**src/rtl/mem_access_unit_pkg.sv**
```systemverilog
// Shared encodings for the RV32I memory stage: op codes, access widths, FSM states.
package mem_access_unit_pkg;

  typedef enum logic [1:0] {
    MEM_OP_NONE  = 2'b00,
    MEM_OP_LOAD  = 2'b01,
    MEM_OP_STORE = 2'b10,
    MEM_OP_RSVD  = 2'b11
  } mem_op_e;

  localparam logic [2:0] MEM_B  = 3'b000;
  localparam logic [2:0] MEM_H  = 3'b001;
  localparam logic [2:0] MEM_W  = 3'b010;
  localparam logic [2:0] MEM_BU = 3'b100;
  localparam logic [2:0] MEM_HU = 3'b101;

  typedef enum logic {
    ST_IDLE = 1'b0,
    ST_BUS  = 1'b1
  } mau_state_e;

endpackage

```
**src/rtl/mem_access_unit_lsu_align.sv**
```systemverilog
// Combinational lane logic: misalignment detect, store strobes/data, load extract and extend.
module lsu_align
  import mem_access_unit_pkg::*;
(
  input  logic [1:0]  addr_lo,
  input  logic [2:0]  mem_sel,
  input  logic [31:0] store_data,
  input  logic [31:0] load_word,
  output logic        misaligned,
  output logic [3:0]  wstrb,
  output logic [31:0] wdata,
  output logic [31:0] load_data
);

  logic [31:0] shifted;
  logic        sign_ext;

  always_comb begin
    misaligned = 1'b0;
    wstrb      = 4'b1111;
    wdata      = store_data;
    load_data  = load_word;
    shifted    = load_word >> {addr_lo, 3'b000};
    sign_ext   = ~mem_sel[2];
    case (mem_sel)
      MEM_B, MEM_BU: begin
        wstrb     = 4'b0001 << addr_lo;
        wdata     = {4{store_data[7:0]}};
        load_data = {{24{sign_ext & shifted[7]}}, shifted[7:0]};
      end
      MEM_H, MEM_HU: begin
        misaligned = addr_lo[0];
        wstrb      = addr_lo[1] ? 4'b1100 : 4'b0011;
        wdata      = {2{store_data[15:0]}};
        load_data  = {{16{sign_ext & shifted[15]}}, shifted[15:0]};
      end
      // word access; unused funct3 codes fall back to word behaviour
      default: misaligned = (addr_lo != 2'b00);
    endcase
  end

endmodule

```
**src/rtl/mem_access_unit.sv**
```systemverilog
// RV32I memory stage: single-outstanding req/ack data bus access with stall and timeout.
//   state   | meaning
//   IDLE    | ready for a new op; non-bus ops complete here in one cycle
//   BUS     | bus request outstanding, waiting for ack or timeout
module mem_access_unit
  import mem_access_unit_pkg::*;
#(
  parameter int TIMEOUT_CYCLES = 64,
  parameter int CNT_W          = 8
) (
  input  logic        clk,
  input  logic        rst,
  input  logic        in_valid,
  output logic        in_ready,
  input  logic        flush,
  input  logic [31:0] alu_result,
  input  logic [31:0] rs2_data,
  input  logic [1:0]  mem_op,
  input  logic [2:0]  mem_sel,
  input  logic [1:0]  wb_sel_in,
  input  logic [4:0]  rd_in,
  input  logic        reg_we_in,
  input  logic [31:0] pc_next_in,
  output logic        dbus_req,
  output logic        dbus_we,
  output logic [31:0] dbus_addr,
  output logic [31:0] dbus_wdata,
  output logic [3:0]  dbus_wstrb,
  input  logic        dbus_ack,
  input  logic [31:0] dbus_rdata,
  output logic        out_valid,
  output logic [31:0] mem_rdata,
  output logic [31:0] alu_result_out,
  output logic [31:0] pc_next_out,
  output logic [1:0]  wb_sel_out,
  output logic [4:0]  rd_out,
  output logic        reg_we_out,
  output logic        exc_misaligned,
  output logic        exc_bus_timeout
);

  mau_state_e state, state_nxt;

  logic [CNT_W-1:0] cnt;
  logic [1:0]       lo_q;
  logic [2:0]       sel_q;
  logic             is_load_q;
  logic             killed_q;

  logic        is_load, is_store, is_mem, accept, start_bus, timeout_hit, report;
  logic        align_mis, misaligned;
  logic [3:0]  align_wstrb;
  logic [31:0] align_wdata, align_load;

  assign is_load     = (mem_op == MEM_OP_LOAD);
  assign is_store    = (mem_op == MEM_OP_STORE);
  assign is_mem      = is_load | is_store;
  assign in_ready    = (state == ST_IDLE);
  assign accept      = in_valid & in_ready & ~flush;
  assign misaligned  = is_mem & align_mis;
  assign start_bus   = accept & is_mem & ~align_mis;
  // down-counter loaded with the limit; terminal count of 1 is the last allowed cycle
  assign timeout_hit = (state == ST_BUS) & ~dbus_ack & (TIMEOUT_CYCLES != 0)
                     & (cnt == CNT_W'(1));
  assign report      = ~(killed_q | flush);

  lsu_align u_align (
    .addr_lo    ((state == ST_BUS) ? lo_q : alu_result[1:0]),
    .mem_sel    ((state == ST_BUS) ? sel_q : mem_sel),
    .store_data (rs2_data),
    .load_word  (dbus_rdata),
    .misaligned (align_mis),
    .wstrb      (align_wstrb),
    .wdata      (align_wdata),
    .load_data  (align_load)
  );

  always_ff @(posedge clk) begin
    if (rst) state <= ST_IDLE;
    else     state <= state_nxt;
  end

  always_comb begin
    state_nxt = state;
    case (state)
      ST_IDLE: if (start_bus) state_nxt = ST_BUS;
      ST_BUS:  if (dbus_ack | timeout_hit) state_nxt = ST_IDLE;
      default: state_nxt = ST_IDLE;
    endcase
  end

  always_ff @(posedge clk) begin
    if (rst) begin
      cnt             <= '0;
      lo_q            <= '0;
      sel_q           <= '0;
      is_load_q       <= 1'b0;
      killed_q        <= 1'b0;
      dbus_req        <= 1'b0;
      dbus_we         <= 1'b0;
      dbus_addr       <= '0;
      dbus_wdata      <= '0;
      dbus_wstrb      <= '0;
      out_valid       <= 1'b0;
      mem_rdata       <= '0;
      alu_result_out  <= '0;
      pc_next_out     <= '0;
      wb_sel_out      <= '0;
      rd_out          <= '0;
      reg_we_out      <= 1'b0;
      exc_misaligned  <= 1'b0;
      exc_bus_timeout <= 1'b0;
    end else begin
      out_valid <= 1'b0;
      if (state == ST_IDLE) begin
        if (accept) begin
          alu_result_out  <= alu_result;
          pc_next_out     <= pc_next_in;
          wb_sel_out      <= wb_sel_in;
          rd_out          <= rd_in;
          reg_we_out      <= reg_we_in & ~misaligned;
          exc_misaligned  <= misaligned;
          exc_bus_timeout <= 1'b0;
          mem_rdata       <= '0;
          if (start_bus) begin
            dbus_req   <= 1'b1;
            dbus_we    <= is_store;
            dbus_addr  <= {alu_result[31:2], 2'b00};
            dbus_wdata <= align_wdata;
            dbus_wstrb <= is_store ? align_wstrb : 4'b0000;
            cnt        <= CNT_W'(TIMEOUT_CYCLES);
            lo_q       <= alu_result[1:0];
            sel_q      <= mem_sel;
            is_load_q  <= is_load;
            killed_q   <= 1'b0;
          end else begin
            out_valid <= 1'b1;
          end
        end
      end else begin
        if (flush) killed_q <= 1'b1;
        if (dbus_ack) begin
          dbus_req  <= 1'b0;
          dbus_we   <= 1'b0;
          out_valid <= report;
          mem_rdata <= is_load_q ? align_load : 32'h0;
        end else if (timeout_hit) begin
          dbus_req        <= 1'b0;
          dbus_we         <= 1'b0;
          out_valid       <= report;
          exc_bus_timeout <= 1'b1;
          reg_we_out      <= 1'b0;
        end else begin
          cnt <= cnt - CNT_W'(1);
        end
      end
    end
  end

endmodule
```
**config.mk**
```make
export PLATFORM = sky130hd
export DESIGN_NAME = mem_access_unit
export DESIGN_NICKNAME = d
export VERILOG_FILES = /design/src/rtl/mem_access_unit_pkg.sv /design/src/rtl/mem_access_unit_lsu_align.sv /design/src/rtl/mem_access_unit.sv
export SDC_FILE = /design/constraint.sdc
export NUM_CORES = 1
export LEC_CHECK = 0
export CAP_MARGIN = 40
export CORE_ASPECT_RATIO = 1.2
export CORE_UTILIZATION = 47
export DETAILED_ROUTE_END_ITERATION = 8
export PLACE_DENSITY_LB_ADDON = 0.1
export SLEW_MARGIN = 5
export SYNTH_ARGS = -nofsm -noshare
export SYNTH_HDL_FRONTEND = slang
export SYNTH_SLANG_ARGS = --single-unit
```
**constraint.sdc**
```tcl
create_clock -name clk -period 5.1 [get_ports clk]
set_clock_uncertainty 0.2 [all_clocks]
set_input_delay 1.02 -clock clk [delete_from_list [all_inputs] [get_ports clk]]
set_output_delay 1.02 -clock clk [all_outputs]
set_load 0.05 [all_outputs]
```
==> impl_metrics.toml <==
[synth]
synthCells = 1004
syn_area_per_cell_um2 = 8.10
ys_types = 69
synthArstFlopShare = 0
synth_edf_count = 0
yosysWarnings = 0
ys_seq_area_frac = 0.470
ys_ff_latch = 191
syn_area_um2 = 8130
synthFlopType = "dfxtp_1"

[setup_path]
worstRegToRegCells = 6
cp.arrival_ns = 3.91
critPathCaptureType = "flop"
slowest_delay_ns = 0.69
crit_chain = "clkdlybuf4s50_1 > mux2i_4 > o211a_1 > o21a_4 > buf_4 > nand2_1 > a21oi_1"
reg2reg_to = "dbus_addr[21]"
reg2reg_slack_ns = 1.85
setup.worst_path.end = "dbus_addr[21]"
crit_start = "alu_result[0]"
required_ns = 5.25
slowest_stage = "clkdlybuf4s50_1"
crit_type = "primary input to flop"
timing.rr.start = "state"
cp-start-kind = "primary input"
crit_path_max_fanout = 59

[floorplanning]
coreArea_um2 = 16900
fp.dieH_um = 146
die_x_um = 122
rows = 52
start_util = 0.481
die_area_um2 = 17800
io_pins = 324

[power]
vdd_drop_max_v = 0.000198
clkPwrFrac = 0.361
swShare = 0.286
leakagePower_nw = 4.16
p_sw_w = 0.000996
pwr-share-seq = 0.451
power_density_nw_per_um2 = 294
fin_total_pwr_w = 0.00349
power_frac_comb = 0.188
p_int_w = 0.00249

[placement]
postPlaceCellArea_um2 = 11300
dp_hpwl_um = 17300
gp_congestion = 0.838
pre_cts_slack_ns = 0.902
numPortBuffers = 321

[final_layout]
fillCellCount = 1453
final_common_cell = "nand2_1"
drive_gt1_frac = 0.0607
nets = 1425
final_cell_mix = "nand2_1 (338), clkdlybuf4s50_1 (320), dfxtp_1 (191), a21oi_1 (139), nor2_1 (33)"
final_area_um2 = 11900
syn_to_final_growth_pct = 46.1
register_area_um2 = 3820
multi_input_area_um2 = 3900

[global_routing]
grt_use_total = 0.275
first_global_vias = 7550
grt_pass1_wl_um = 38700
grt_overflow = 0
grt_max_degree = 77
antenna_found_initial = 1

[timing]
fin_crit_sh = 0.737
timing.hold.ws_ns = 0.246
hold_viol = 0
fin_crit_ns = 3.76
slew_headroom = 0.455
rsz0062_at_grt = "no"
maxSlewViolCount = 0
worst_pin_slew_ns = 0.818
fin_ws_ns = 1.34
setup_tns_ns = 0
fmaxAchievable_mhz = 266
setup_viol = 0

[clock_tree]
cts_root_buffer = "clkbuf_16"
cts_resized = 0
ctsHoldBuffers = 0
cts_setup_buffers = 0
clk_pin_slew_worst_paths_ns = 0.07
clk_path_buf_depth = 2
cts_buffers = 17
clock_sinks = 191
clock_latency_ns = 0.43
h-tree-depth = 4
cts_tree = "yes"

[drt]
drt_first_pass_iters = 5
wl_per_cell_um = 16.6
vias = 8031
drt_first_iter_violations = 485
ant_nets = 0
drcViolationCount = 0
totalWireLength_um = 24900
drt-vias-per-instance = 5.34

[min_path]
min_path_type = "flop to flop"

[status]
outcome = "complete, no violations"

[flow_run]
drv_cap = 0
final cells by class:
class / instances / share of cell area
multi-input combinational: 724 / 0.328
tap: 216 / 0.0228
antenna: 1 / 0.000211
clock buffer: 21 / 0.0388
clock inverter: 9 / 0.00727
inverter: 8 / 0.00253
sequential: 191 / 0.322
timing repair buffer: 333 / 0.278
critical path, delay by kind of cell:
family          cells  cell delay (ns)
mux                 1             0.60
buf+inv             2             1.13
compound gates      3             1.04
simple gates        1             0.09
cell families after synthesis:
kind of cell	after synthesis	synth area share
multiplexers	20	0.0283
flip-flops	191	0.470
other	1	0.000461
XOR/XNOR	6	0.00646
buffers and inverters	90	0.0537
AND/OR/NAND/NOR	417	0.209
adder cells (fa/ha/maj)	4	0.00616
AO/OA/AOI/OAI	275	0.226
sequential cells by signal (all words and copies together) (netlist names):
| name | flops |
|---|---|
| mem_rdata | 32 |
| dbus_req | 1 |
| is_load_q | 1 |
| reg_we_out | 1 |
| dbus_wstrb | 4 |
| lo_q | 2 |
| dbus_we | 1 |
| pc_next_out | 32 |
| out_valid | 1 |
| cnt | 8 |
| exc_misaligned | 1 |
| rd_out | 5 |
| alu_result_out | 32 |
| wb_sel_out | 2 |
| state | 1 |
| sel_q | 3 |
| exc_bus_timeout | 1 |
| dbus_wdata | 32 |
| dbus_addr | 30 |
| killed_q | 1 |
per-layer routing:
layer,vias to the layer above,routed length [um],GRT usage
li1,3967,-,-
met1,3730,10100,0.327
met2,292,12100,0.458
met3,42,1990,0.0766
met4,0,726,0.120
met5,-,0,0
cell usage after synthesis, types with 7 or more instances:
cell / count / area share
buf_1: 7 / 0.0032
o21ai_2: 10 / 0.011
mux2i_1: 16 / 0.020
o211ai_1: 16 / 0.015
a311oi_1: 16 / 0.017
o221ai_1: 7 / 0.0075
buf_2: 25 / 0.015
a21oi_1: 139 / 0.086
inv_1: 7 / 0.0032
nor2_1: 33 / 0.015
a311oi_2: 7 / 0.013
clkbuf_1: 38 / 0.018
a2bb2oi_1: 7 / 0.0075
nand2_1: 338 / 0.16
o21ai_1: 8 / 0.0049
dfxtp_1: 191 / 0.47
a22oi_1: 9 / 0.0083
o21ai_0: 29 / 0.018
power by group through the flow:
stage / combinational, W / sequential (W) / clock (W)
after floorplan: 0.000225 / 0.00176 / 0
after global placement: 0.000651 / 0.00160 / 0
after detailed placement: 0.000654 / 0.00161 / 0
after CTS: 0.000657 / 0.00157 / 0.00128
after global routing: 0.000697 / 0.00158 / 0.00134
final: 0.000656 / 0.00157 / 0.00126
worst min-delay path by stage:
stage          cells after the start  slack [ns]          from           end
6_report                           2        0.25  mem_rdata[1]  mem_rdata[1]
5_1_grt                            2        0.27  mem_rdata[6]  mem_rdata[6]
4_1_cts                            2        0.25  mem_rdata[1]  mem_rdata[1]
3_5_place_dp                       2        0.24  mem_rdata[1]  mem_rdata[1]
3_3_place_gp                       2        0.23  mem_rdata[4]  mem_rdata[4]
2_1_floorplan                      2        0.23     is_load_q     is_load_q
through the flow:
step / instances / utilization
6_report: 1503 / 0.702
5_1_grt: 1503 / 0.702
4_1_cts: 1502 / 0.702
3_5_place_dp: 1472 / 0.669
3_3_place_gp: 1472 / 0.669
2_1_floorplan: 1005 / -
(Power assumes the default switching activity.)
